File: src/rtl/spi_buf_sched_if.sv
// Port-B buffer bus and SPI master request bus seen by the message scheduler.
// master = scheduler side, slave = buffer + SPI master side.
interface spi_buf_sched_if #(
    parameter int AW = 8
);
    logic          enb;
    logic          web;
    logic [AW-1:0] addrb;
    logic [31:0]   dib;
    logic [31:0]   dob;

    logic          spi_req;
    logic          spi_rnw;
    logic [6:0]    spi_addr;
    logic [7:0]    spi_wdata;
    logic          spi_done;
    logic [7:0]    spi_rdata;

    modport master (
        output enb, web, addrb, dib,
        output spi_req, spi_rnw, spi_addr, spi_wdata,
        input  dob, spi_done, spi_rdata
    );

    modport slave (
        input  enb, web, addrb, dib,
        input  spi_req, spi_rnw, spi_addr, spi_wdata,
        output dob, spi_done, spi_rdata
    );
endinterface

File: src/rtl/spi_buf_sched.sv
// Port-B sequencer for the shared Wishbone/SPI message buffer: scans slots round-robin,
// runs each busy-not-ready message as one SPI transaction and writes the result back.
module spi_buf_sched #(
    parameter int DEPTH   = 256,
    parameter int AW      = 8,
    parameter int TIMEOUT = 1024,
    parameter int TW      = 11
) (
    input  logic            clk,
    input  logic            rst_n,
    input  logic            sched_en,
    spi_buf_sched_if.master bus,
    output logic            sched_busy,
    output logic [15:0]     msg_cnt,
    output logic [7:0]      err_cnt
);

    typedef enum logic [2:0] {
        S_IDLE = 3'd0,
        S_RD   = 3'd1,
        S_CHK  = 3'd2,
        S_REQ  = 3'd3,
        S_WAIT = 3'd4,
        S_WB   = 3'd5
    } state_e;

    state_e        state_q, state_d;
    logic [AW-1:0] ptr_q, ptr_d;
    logic [29:0]   word_q, word_d;
    logic [TW-1:0] tmo_q, tmo_d;
    logic [15:0]   msg_cnt_q, msg_cnt_d;
    logic [7:0]    err_cnt_q, err_cnt_d;

    logic          enb_q, enb_d;
    logic          web_q, web_d;
    logic [AW-1:0] addrb_q, addrb_d;
    logic [31:0]   dib_q, dib_d;
    logic          spi_req_q, spi_req_d;
    logic          spi_rnw_q, spi_rnw_d;
    logic [6:0]    spi_addr_q, spi_addr_d;
    logic [7:0]    spi_wdata_q, spi_wdata_d;
    logic          busy_q, busy_d;

    logic [AW-1:0] ptr_next;
    logic          tmo_last;
    logic          slot_pending;

    assign ptr_next     = (ptr_q == AW'(DEPTH - 1)) ? '0 : ptr_q + 1'b1;
    assign tmo_last     = (tmo_q == TW'(TIMEOUT - 1));
    assign slot_pending = bus.dob[30] && !bus.dob[31];

    // Only [29:0] of the message is kept: ready/busy are always rewritten as 1/1 on write-back,
    // and bit 28 doubles as the live error flag for the transaction in flight.
    always_ff @(posedge clk or negedge rst_n) begin
        // NOTE: non-blocking assignments here so every flop samples pre-edge values.
        if (!rst_n) begin
            state_q     <= S_IDLE;
            ptr_q       <= '0;
            word_q      <= '0;
            tmo_q       <= '0;
            msg_cnt_q   <= '0;
            err_cnt_q   <= '0;
            enb_q       <= 1'b0;
            web_q       <= 1'b0;
            addrb_q     <= '0;
            dib_q       <= '0;
            spi_req_q   <= 1'b0;
            spi_rnw_q   <= 1'b0;
            spi_addr_q  <= '0;
            spi_wdata_q <= '0;
            busy_q      <= 1'b0;
        end else begin
            state_q     <= state_d;
            ptr_q       <= ptr_d;
            word_q      <= word_d;
            tmo_q       <= tmo_d;
            msg_cnt_q   <= msg_cnt_d;
            err_cnt_q   <= err_cnt_d;
            enb_q       <= enb_d;
            web_q       <= web_d;
            addrb_q     <= addrb_d;
            dib_q       <= dib_d;
            spi_req_q   <= spi_req_d;
            spi_rnw_q   <= spi_rnw_d;
            spi_addr_q  <= spi_addr_d;
            spi_wdata_q <= spi_wdata_d;
            busy_q      <= busy_d;
        end
    end

    always_comb begin
        // NOTE: defaults first so no path through the case leaves a signal unassigned (no latches).
        state_d   = state_q;
        ptr_d     = ptr_q;
        word_d    = word_q;
        tmo_d     = tmo_q;
        msg_cnt_d = msg_cnt_q;
        err_cnt_d = err_cnt_q;

        unique case (state_q)
            S_IDLE: begin
                if (sched_en) state_d = S_RD;
            end
            S_RD: begin
                state_d = S_CHK;
            end
            S_CHK: begin
                if (slot_pending) begin
                    word_d  = bus.dob[29:0];
                    state_d = S_REQ;
                end else begin
                    ptr_d   = ptr_next;
                    state_d = sched_en ? S_RD : S_IDLE;
                end
            end
            S_REQ: begin
                tmo_d   = '0;
                state_d = S_WAIT;
            end
            S_WAIT: begin
                tmo_d = tmo_q + 1'b1;
                // A completion in the final counted cycle still counts as success.
                if (bus.spi_done) begin
                    if (word_q[29]) word_d[7:0] = bus.spi_rdata;
                    word_d[28] = 1'b0;
                    msg_cnt_d  = msg_cnt_q + 16'd1;
                    state_d    = S_WB;
                end else if (tmo_last) begin
                    word_d[28] = 1'b1;
                    if (err_cnt_q != 8'hFF) err_cnt_d = err_cnt_q + 8'd1;
                    state_d    = S_WB;
                end
            end
            S_WB: begin
                ptr_d   = ptr_next;
                state_d = sched_en ? S_RD : S_IDLE;
            end
            default: begin
                state_d = S_IDLE;
            end
        endcase
    end

    // Outputs are decoded from the next state so the registered copies line up with state_q.
    always_comb begin
        enb_d       = 1'b0;
        web_d       = 1'b0;
        addrb_d     = '0;
        dib_d       = '0;
        spi_req_d   = 1'b0;
        spi_rnw_d   = 1'b0;
        spi_addr_d  = '0;
        spi_wdata_d = '0;
        busy_d      = (state_d != S_IDLE);

        unique case (state_d)
            S_RD: begin
                enb_d   = 1'b1;
                addrb_d = ptr_d;
            end
            S_REQ, S_WAIT: begin
                spi_req_d   = 1'b1;
                spi_rnw_d   = word_d[29];
                spi_addr_d  = word_d[14:8];
                spi_wdata_d = word_d[7:0];
            end
            S_WB: begin
                enb_d   = 1'b1;
                web_d   = 1'b1;
                addrb_d = ptr_d;
                dib_d   = {2'b11, word_d};
            end
            default: begin
            end
        endcase
    end

    assign bus.enb       = enb_q;
    assign bus.web       = web_q;
    assign bus.addrb     = addrb_q;
    assign bus.dib       = dib_q;
    assign bus.spi_req   = spi_req_q;
    assign bus.spi_rnw   = spi_rnw_q;
    assign bus.spi_addr  = spi_addr_q;
    assign bus.spi_wdata = spi_wdata_q;
    assign sched_busy    = busy_q;
    assign msg_cnt       = msg_cnt_q;
    assign err_cnt       = err_cnt_q;

endmodule

File: src/flat_wrapper.sv
// flat-port wrapper written by rule: the top's interface ports become plain ports
module spi_buf_sched_flat 
#(
    parameter int DEPTH   = 256,
    parameter int AW      = 8,
    parameter int TIMEOUT = 1024,
    parameter int TW      = 11
)
  (clk, rst_n, sched_en, sched_busy, msg_cnt, err_cnt, bus_enb, bus_web, bus_addrb, bus_dib, bus_spi_req, bus_spi_rnw, bus_spi_addr, bus_spi_wdata, bus_dob, bus_spi_done, bus_spi_rdata);
  spi_buf_sched_if #(.AW(AW)) bus_i ();
  input  logic clk;
  input  logic rst_n;
  input  logic sched_en;
  output logic sched_busy;
  output logic [15:0] msg_cnt;
  output logic [7:0] err_cnt;
  output wire logic [$bits(bus_i.enb)-1:0] bus_enb;
  output wire logic [$bits(bus_i.web)-1:0] bus_web;
  output wire logic [$bits(bus_i.addrb)-1:0] bus_addrb;
  output wire logic [$bits(bus_i.dib)-1:0] bus_dib;
  output wire logic [$bits(bus_i.spi_req)-1:0] bus_spi_req;
  output wire logic [$bits(bus_i.spi_rnw)-1:0] bus_spi_rnw;
  output wire logic [$bits(bus_i.spi_addr)-1:0] bus_spi_addr;
  output wire logic [$bits(bus_i.spi_wdata)-1:0] bus_spi_wdata;
  input wire logic [$bits(bus_i.dob)-1:0] bus_dob;
  input wire logic [$bits(bus_i.spi_done)-1:0] bus_spi_done;
  input wire logic [$bits(bus_i.spi_rdata)-1:0] bus_spi_rdata;
  assign bus_enb = bus_i.enb;
  assign bus_web = bus_i.web;
  assign bus_addrb = bus_i.addrb;
  assign bus_dib = bus_i.dib;
  assign bus_spi_req = bus_i.spi_req;
  assign bus_spi_rnw = bus_i.spi_rnw;
  assign bus_spi_addr = bus_i.spi_addr;
  assign bus_spi_wdata = bus_i.spi_wdata;
  assign bus_i.dob = bus_dob;
  assign bus_i.spi_done = bus_spi_done;
  assign bus_i.spi_rdata = bus_spi_rdata;
  spi_buf_sched #(.DEPTH(DEPTH), .AW(AW), .TIMEOUT(TIMEOUT), .TW(TW)) u_core (.clk(clk), .rst_n(rst_n), .sched_en(sched_en), .bus(bus_i), .sched_busy(sched_busy), .msg_cnt(msg_cnt), .err_cnt(err_cnt));
endmodule
File: config.mk
export PLATFORM = sky130hd
export DESIGN_NAME = spi_buf_sched_flat
export DESIGN_NICKNAME = d
export VERILOG_FILES = /design/src/rtl/spi_buf_sched_if.sv /design/src/rtl/spi_buf_sched.sv /design/src/flat_wrapper.sv
export SDC_FILE = /design/constraint.sdc
export NUM_CORES = 1
export LEC_CHECK = 0
export CORE_ASPECT_RATIO = 0.9
export CORE_MARGIN = 3
export CORE_UTILIZATION = 52
export CTS_CLUSTER_SIZE = 16
export DETAILED_ROUTE_END_ITERATION = 8
export DONT_BUFFER_PORTS = 1
export HOLD_SLACK_MARGIN = 0.15
export PLACE_DENSITY = 0.74
export SLEW_MARGIN = 20
export SYNTH_ARGS = -nofsm -noshare
export SYNTH_HDL_FRONTEND = slang
export SYNTH_SLANG_ARGS = --single-unit
File: constraint.sdc
create_clock -name clk -period 2.51 [get_ports clk]
set_clock_uncertainty 0.2 [all_clocks]
set_input_delay 0.502 -clock clk [delete_from_list [all_inputs] [get_ports clk]]
set_output_delay 0.502 -clock clk [all_outputs]
set_load 0.01 [all_outputs]
Word-level counts from Yosys, hierarchy flattened
Index checks and enable logic that the tools add are counted.
{"block": "op_classes", "addsub": 4, "n_eq_ne": 12, "mux": 27, "n_bitwise": 1, "n_reduce_logical": 9}
{"operator": "$mux W8", "n": 6}
{"operator": "$mux W32", "n": 1}
{"operator": "$pmux W8 S2", "n": 2}
{"operator": "$mux W30", "n": 1}
{"operator": "$pmux W11 S2", "n": 1}
{"operator": "$mux W20", "n": 1}
{"operator": "$pmux W3 S6", "n": 1}
{"operator": "$add A16 B1 Y16 const B", "n": 1}
{"operator": "$add A8 B1 Y8 const B", "n": 2}
{"operator": "$eq A3 B3 Y1 const B", "n": 4}
{"operator": "$mux W3", "n": 4}
{"operator": "$add A11 B1 Y11 const B", "n": 1}
{"operator": "$eq A11 B10 Y1 const B", "n": 1}
{"operator": "$eq A3 B2 Y1 const B", "n": 3}
{"operator": "$eq A8 B8 Y1 const B", "n": 1}
{"operator": "$mux W1", "n": 8}
{"operator": "$ne A8 B8 Y1 const B", "n": 1}
{"operator": "$mux W7", "n": 1}
{"operator": "$eq A3 B1 Y1 const B", "n": 2}
{"operator": "$reduce_and A4 Y1", "n": 1}
{"operator": "$reduce_or A2 Y1", "n": 2}
{"operator": "$logic_not A3 Y1", "n": 1}
{"operator": "$reduce_bool A3 Y1", "n": 1}
{"operator": "$pmux W1 S2", "n": 1}
{"operator": "5 further kinds", "n": 5}
{"block": "totals", "register_bits": 136, "input_bits": 44, "out_inout_bits": 84, "wordCells": 68}

Depth between registers and ports, before layout
Gate-level depths: netlist of run 1.
{"block": "depth", "depth_word": 7, "ltp_mapped": 7}

Worst setup path after synthesis of run 1
No wires, ideal clock.
{"block": "synth_path", "kind": "register to register", "start": "reg u_core.state_q[0]", "end": "reg u_core.dib_q[9] (netlist: u_core.bus.dib[9])", "arrival_ns": 1.699, "slack_ns": 0.479, "stages_incl_launch_ff": 8, "path_buffers": 3, "cell_sequence": "dfrtp_1 -> buf_2 -> nor3b_2 -> and2_1 -> buf_2 -> buf_4 -> mux2i_1 -> nor2_1"}
{"block": "synth_between", "elab_chain_cells": 5}
{"item": "start: declaration", "line": "spi_buf_sched.sv:27", "text": "state_e state_q, state_d;"}
{"item": "start signal: assignment", "line": "spi_buf_sched.sv:73", "text": "state_q <= state_d;"}
{"item": "$mux W3", "line": "spi_buf_sched.sv:128", "text": "end else if (tmo_last) begin"}
{"item": "$mux W3", "line": "spi_buf_sched.sv:123", "text": "if (bus.spi_done) begin"}
{"item": "$pmux W3 S6", "line": "spi_buf_sched.sv:100", "text": "unique case (state_q)"}
{"item": "$eq A3 B3 Y1", "line": "spi_buf_sched.sv:156", "text": "unique case (state_d)"}
{"item": "$mux W32 (*)", "line": "spi_buf_sched.sv:156"}
{"item": "named net u_core.dib_d[9]", "line": "spi_buf_sched.sv:37", "text": "logic [31:0] dib_q, dib_d;"}
{"item": "end signal: assignment", "line": "spi_buf_sched.sv:82", "text": "dib_q <= dib_d;"}
{"item": "end: declaration", "line": "spi_buf_sched.sv:37"}
The timed path passes the listed nets; every way through them passes the cells marked *.
A chain may end at the register's enable or synchronous reset.

Worst setup path in the final report of run 1
{"block": "layout_path", "start": "reg u_core.state_q[2]", "end": "reg u_core.msg_cnt_q[6] (netlist: u_core.msg_cnt[6])"}
{"block": "layout_between", "elab_chain_cells": 2}
{"item": "$eq A3 B3 Y1", "line": "spi_buf_sched.sv:100"}
{"item": "$reduce_and A2 Y1 (no source line)"}
{"item": "end signal: assignment", "line": "spi_buf_sched.sv:77", "text": "msg_cnt_q <= msg_cnt_d;"}
{"item": "end: declaration", "line": "spi_buf_sched.sv:31", "text": "logic [15:0] msg_cnt_q, msg_cnt_d;"}
Every way passes these cells.

==> results.json, run 1 <==
{
  "status": "complete, but fails checks",
  "violations": "hold timing",
  "place_ws_ps": 206,
  "worst_pin_slew_ps": 712,
  "startpoint_type": "register",
  "cts_setup_buffers": 0,
  "fp.dieH_um": 102,
  "ys_types": 58,
  "num_antenna_cells": 0,
  "synth_edf_count": 0,
  "pwr-share-comb": 0.165,
  "final_cells": 618,
  "p_sw_frac": 0.278,
  "cts_inserted_buffers": 17,
  "setup_viol": 0,
  "cp.required_ps": 2590,
  "antenna_left": 0,
  "powerDensity_mw_per_mm2": 1050,
  "rows": 34,
  "clk_latency_ps": 400,
  "grt_pass1_wl_mm": 18.6,
  "area_growth_pct": 22.4,
  "dr.pass1.iters": 4,
  "wl_mm": 11.3,
  "worstSetupPathType": "register to register",
  "drive_above_1_share": 0.128,
  "crit_arrival_ps": 2370,
  "whs_ps": -405,
  "cts_root_buffer": "clkbuf_16",
  "wl_per_cell_um": 18.3,
  "drv_slew": 0,
  "cts_buffer_depth": 2,
  "place.gp.congestion": 0.797,
  "dieArea_mm2": 0.0114,
  "drt_iter0_drc": 199,
  "avgSynthCellArea_um2": 12.2,
  "place.port_buffers": 0,
  "nNetsFinal": 529,
  "p_int_uw": 4910,
  "place_inst": 550,
  "syn_inst": 434,
  "antenna_found_initial": 0,
  "start_util": 0.540,
  "core_area_mm2": 0.00978,
  "final_cell_mix": "133 x dfrtp_1, 38 x dlygate4sd3_1, 29 x nand2_1",
  "drv_cap": 0,
  "grt_pass1_vias": 3638,
  "ys_warn_count": 0,
  "clk_pin_slew_ps": 60,
  "synth_seq_cells": 133,
  "cp_max_fo": 13,
  "pwr-share-clk": 0.399,
  "syn_area_mm2": 0.00529,
  "async_flop_share": 1.00,
  "seq_power_share": 0.436,
  "hold_path.class": "input port to async pin",
  "drcViolationCount": 0,
  "filler_cell_count": 700,
  "final_common_cell": "dfrtp_1",
  "max_freq_mhz": 436,
  "rsz0062_at_grt": "no",
  "fin_crit_ps": 2290,
  "syn_nets": 482,
  "numClockSinks": 133,
  "hold_viol": 133,
  "layout_setup_ws_ps": 217,
  "avgViaCountPerCell": 5.62,
  "place_hpwl_mm": 6.86,
  "ys.flop_type": "dfrtp_1",
  "cts-hold-fix-buffers": 38,
  "crit_path_end_kind": "register",
  "track_usage": 0.208,
  "cts_tree": "yes",
  "h-tree-depth": 4,
  "die_w_um": 112,
  "p_leak_uw": 0.00305,
  "grt_max_degree": 134,
  "fin_crit_sh": 0.914,
  "relSlewSlack": 0.525,
  "overflow": 0,
  "ir_drop_uv": 632,
  "design.portCount": 128,
  "tns_ps": 0,
  "yosysSeqAreaShare": 0.629,
  "vias": 3474,
  "switching_power_uw": 1890
}
[sequential cells by signal, summed over array words and instances (netlist names), 8 cells and up]
| signal | flops |
|---|---|
| u_core.msg_cnt | 16 |
| u_core.word_q | 29 |
| u_core.tmo_q | 11 |
| u_core.bus.addrb | 8 |
| u_core.bus.spi_wdata | 8 |
| u_core.err_cnt | 8 |
| u_core.bus.dib | 31 |
| u_core.ptr_q | 8 |
[area by class of cell]
cell class                 count  area (um^2)  area share
timing repair buffer          47          473      0.0731
tap                          126          158      0.0244
clock buffer                  19          453      0.0700
sequential                   133         3330       0.514
inverter                      26         97.6      0.0151
multi-input combinational    256         1760       0.272
clock inverter                11          199      0.0307
[cell usage after synthesis (3+ instances only)]
library cell  number  area, um^2
ha_1               4        50.1
nor4_1             3        18.8
nor2_1            28         105
mux2_2             7        78.8
a21oi_1           10        50.1
a222oi_1           8        80.1
buf_4              4        30.0
nand4bb_1          3        33.8
dfrtp_1          133        3330
o31ai_1            3        22.5
and3_1             7        43.8
mux2i_1           11         110
inv_1             24        90.1
buf_2              5        25.0
nand3b_1           3        22.5
a31oi_1            4        25.0
nand2_1           29         109
xor2_1             4        35.0
nor2_2             9        56.3
nand3_1           15        75.1
nand4_1           12        75.1
clkbuf_1           8        30.0
mux2_1            10         113
or3_1              3        18.8
nor2b_1           16         100
nor3_1             5        25.0
o21ai_0            7        35.0
xnor2_1           14         123
nand2b_1           3        18.8
and4_1             3        26.3
[cell families after synthesis]
group / after synthesis / synth area share
muxes: 28 / 0.0570
and+or+nand+nor: 157 / 0.168
buffers and inverters: 45 / 0.0388
AOI/OAI and AO/OA: 49 / 0.0672
xor gates and xnor gates: 18 / 0.0298
DFF: 133 / 0.629
adders and majority gates: 4 / 0.00947
[worst paths after layout]
check	startpoint	end	slack, ps	depth (start not counted)
worst max-delay path	u_core.state_q[2]	u_core.msg_cnt[6]	220	5
worst min-delay path	rst_n	u_core.tmo_q[7]	-410	0
worst max register to register	u_core.state_q[2]	u_core.msg_cnt[6]	220	5
worst min register to register	u_core.word_q[24]	u_core.word_q[24]	270	1
max in group asynchronous	rst_n	u_core.tmo_q[6]	2300	0
min in group clk	bus_spi_done	u_core.err_cnt[6]	170	2
[power groups by stage]
stage	logic [uW]	registers [uW]	clock network, uW
6_report	1120	2970	2710
2_1_floorplan	887	2860	0
3_5_place_dp	1050	2990	0
4_1_cts	1100	2970	2750
3_3_place_gp	997	2970	0
5_1_grt	1250	3030	2850
[timing repair]
action / CTS / global route
setup endpoints to repair: 0 / 14
hold endpoints to repair: 198 / 133
resized for setup: 0 / 2
[through the flow]
| step | cell area, um^2 | power (uW) | utilization |
|---|---|---|---|
| global route | 6470 | 7130 | 0.661 |
| detailed placement | 5430 | 4040 | 0.555 |
| floorplan | 5290 | 3740 | - |
| global placement | 5430 | 3970 | 0.555 |
| CTS | 6460 | 6810 | 0.660 |
| finish | 6470 | 6800 | 0.661 |
[worst max-delay path: stages, from the launching register on]
cell      delay, ps
dfrtp_1         550
nor4bb_1        580
buf_4           240
and3_1          300
nand4_1         150
xnor2_1         150
[per-layer routing]
layer  up-vias  global-route usage  part of all wire
met5         -                   0                 0
met3        10              0.0890             0.083
li1       1604                   -                 -
met4         0              0.0665            0.0077
met2       123               0.340              0.50
met1      1737               0.253              0.41
Power figures use the tool's default switching activity.
==> run 2: changes to the inputs <==
--- a/config.mk
+++ b/config.mk
@@ -8,12 +8,12 @@
 export CORE_ASPECT_RATIO = 0.9
 export CORE_MARGIN = 3
 export CORE_UTILIZATION = 52
+export CTS_CLUSTER_DIAMETER = 150
 export CTS_CLUSTER_SIZE = 16
 export DETAILED_ROUTE_END_ITERATION = 8
 export DONT_BUFFER_PORTS = 1
 export HOLD_SLACK_MARGIN = 0.15
 export PLACE_DENSITY = 0.74
-export SLEW_MARGIN = 20
 export SYNTH_ARGS = -nofsm -noshare
 export SYNTH_HDL_FRONTEND = slang
 export SYNTH_SLANG_ARGS = --single-unit
==> constraint.sdc (replaced) <==
create_clock -name clk -period 2.51 [get_ports clk]
set_clock_uncertainty 0.2 [all_clocks]
set_input_delay 0.251 -clock clk [delete_from_list [all_inputs] [get_ports clk]]
set_output_delay 0.251 -clock clk [all_outputs]
set_load 0.01 [all_outputs]
==> run 2 against run 1 <==
- the flow still finishes with violations (hold timing)
- count of clock-buffer cells in the layout shrank 2
- sequential share of layout area up 0.53 points
- clock power down 15%
- maximum frequency fell by 3.0%
- register-to-register slack gained 30 ps
- core utilization is 0.68 points lower
- non-clock buffer count up 5
- critical endpoint is now u_core.bus.dib[0]
- highest routed layer unchanged
==> results.json, run 2 (synthesis results as in run 1) <==
{
  "grt_max_degree": 134,
  "core_area_mm2": 0.00978,
  "drt_iter0_drc": 222,
  "design.portCount": 128,
  "rsz0062_at_grt": "no",
  "drv_slew": 0,
  "largest_reg_flops": 31,
  "cts-hold-fix-buffers": 41,
  "antenna_left": 0,
  "wl_mm": 11.5,
  "numClockSinks": 133,
  "clk_pin_slew_ps": 60,
  "hold_path.class": "input port to async pin",
  "fin_crit_ps": 2370,
  "relSlewSlack": 0.533,
  "vias": 3506,
  "area_growth_pct": 21.1,
  "nNetsFinal": 534,
  "cts_buffer_depth": 2,
  "cts_setup_buffers": 0,
  "hold_viol": 133,
  "final_common_cell": "dfrtp_1",
  "clk_latency_ps": 410,
  "filler_cell_count": 706,
  "place.gp.congestion": 0.812,
  "avgViaCountPerCell": 5.62,
  "setup_viol": 0,
  "rows": 34,
  "crit_path_end_kind": "register",
  "drive_above_1_share": 0.133,
  "wl_per_cell_um": 18.4,
  "seqCellArea_mm2": 0.00333,
  "dr.pass1.iters": 5,
  "overflow": 0,
  "grt_pass1_vias": 3671,
  "max_freq_mhz": 423,
  "worst_pin_slew_ps": 700,
  "drv_cap": 0,
  "final_cell_area_mm2": 0.00640,
  "h-tree-depth": 4,
  "violations": "hold timing",
  "cp_max_fo": 11,
  "cts_root_buffer": "clkbuf_16",
  "worstSetupPathType": "input port to register",
  "place.port_buffers": 0,
  "post_dp_cell_area_mm2": 0.00543,
  "whs_ps": -654,
  "antenna_found_initial": 0,
  "post-route-util": 0.655,
  "place_ws_ps": 174,
  "ir_drop_uv": 696,
  "layout_setup_ws_ps": 145,
  "track_usage": 0.211,
  "powerDensity_mw_per_mm2": 997,
  "drcViolationCount": 0,
  "num_antenna_cells": 0,
  "final_cell_mix": "133 x dfrtp_1, 41 x dlygate4sd3_1, 29 x nand2_1",
  "fin_crit_sh": 0.942,
  "multiInputGateArea_mm2": 0.00176,
  "p_leak_uw": 0.00302,
  "fp.dieH_um": 102,
  "tns_ps": 0,
  "start_util": 0.540,
  "cp.required_ps": 2650,
  "status": "complete, but fails checks",
  "startpoint_type": "input port",
  "cts_tree": "yes",
  "die_w_um": 112,
  "crit_arrival_ps": 2500,
  "cts_inserted_buffers": 17,
  "dieArea_mm2": 0.0114,
  "place_hpwl_mm": 6.95,
  "grt_pass1_wl_mm": 18.7
}
-- run 2: changes by cell type in the layout (fill, tap and decap cells not counted), sizes merged --
cell         before  now
bufinv            5    1
buf               9   11
clkinvlp          3    4
inv              28   30
clkinv            1    5
dlygate4sd3      38   41
clkbuf           19   17
-- run 2: final timing paths --
| kind | start | endpoint | slack (ps) | cells past startpoint |
|---|---|---|---|---|
| worst max-delay path | bus_spi_done | u_core.bus.dib[0] | 140 | 5 |
| worst min-delay path | rst_n | u_core.bus.dib[28] | -650 | 0 |
| worst max register to register | u_core.state_q[2] | u_core.bus.dib[0] | 250 | 4 |
| worst min register to register | u_core.word_q[25] | u_core.word_q[25] | 280 | 1 |
| max in group asynchronous | rst_n | u_core.msg_cnt[5] | 2490 | 0 |
| min in group clk | bus_dob[31] | u_core.bus.spi_addr[3] | 200 | 5 |
-- run 2: layer usage --
metal / up-vias / global-route usage / wire length [um]
met2: 132 / 0.355 / 5770
met5: - / 0 / 0
met4: 0 / 0.0665 / 112
met3: 12 / 0.102 / 1050
met1: 1741 / 0.242 / 4520
li1: 1621 / - / -
-- run 2: through the flow --
stage,total power (uW),cells
4_1_cts,6410,624
3_5_place_dp,4040,552
6_report,6390,624
5_1_grt,6720,624
3_3_place_gp,3970,552
2_1_floorplan,3740,434
-- run 2: final cells by class --
type	count	area share
sequential	133	0.520
multi-input combinational	256	0.275
timing repair buffer	52	0.0789
clock buffer	17	0.0664
tap	126	0.0246
clock inverter	14	0.0199
inverter	26	0.0152
-- run 2: timing repair --
item                                    in CTS  in global routing
gates resized for setup                      0                  1
endpoints found under the hold margin      228                133
endpoints found under the setup margin       0                  1
-- run 2: report_power, final --
group	leakage (uW)	switching (uW)	internal [uW]
combinational	0.000986	635	512
clock	0.000262	941	1360
sequential	0.00177	349	2590
total	0.00302	1930	4460
-- run 2: worst max-delay path, stage by stage --
cell and delay (ps):
dlygate4sd3_1 850, nor4bb_1 410, and2_0 500, a222oi_1 290, nor2_1 200
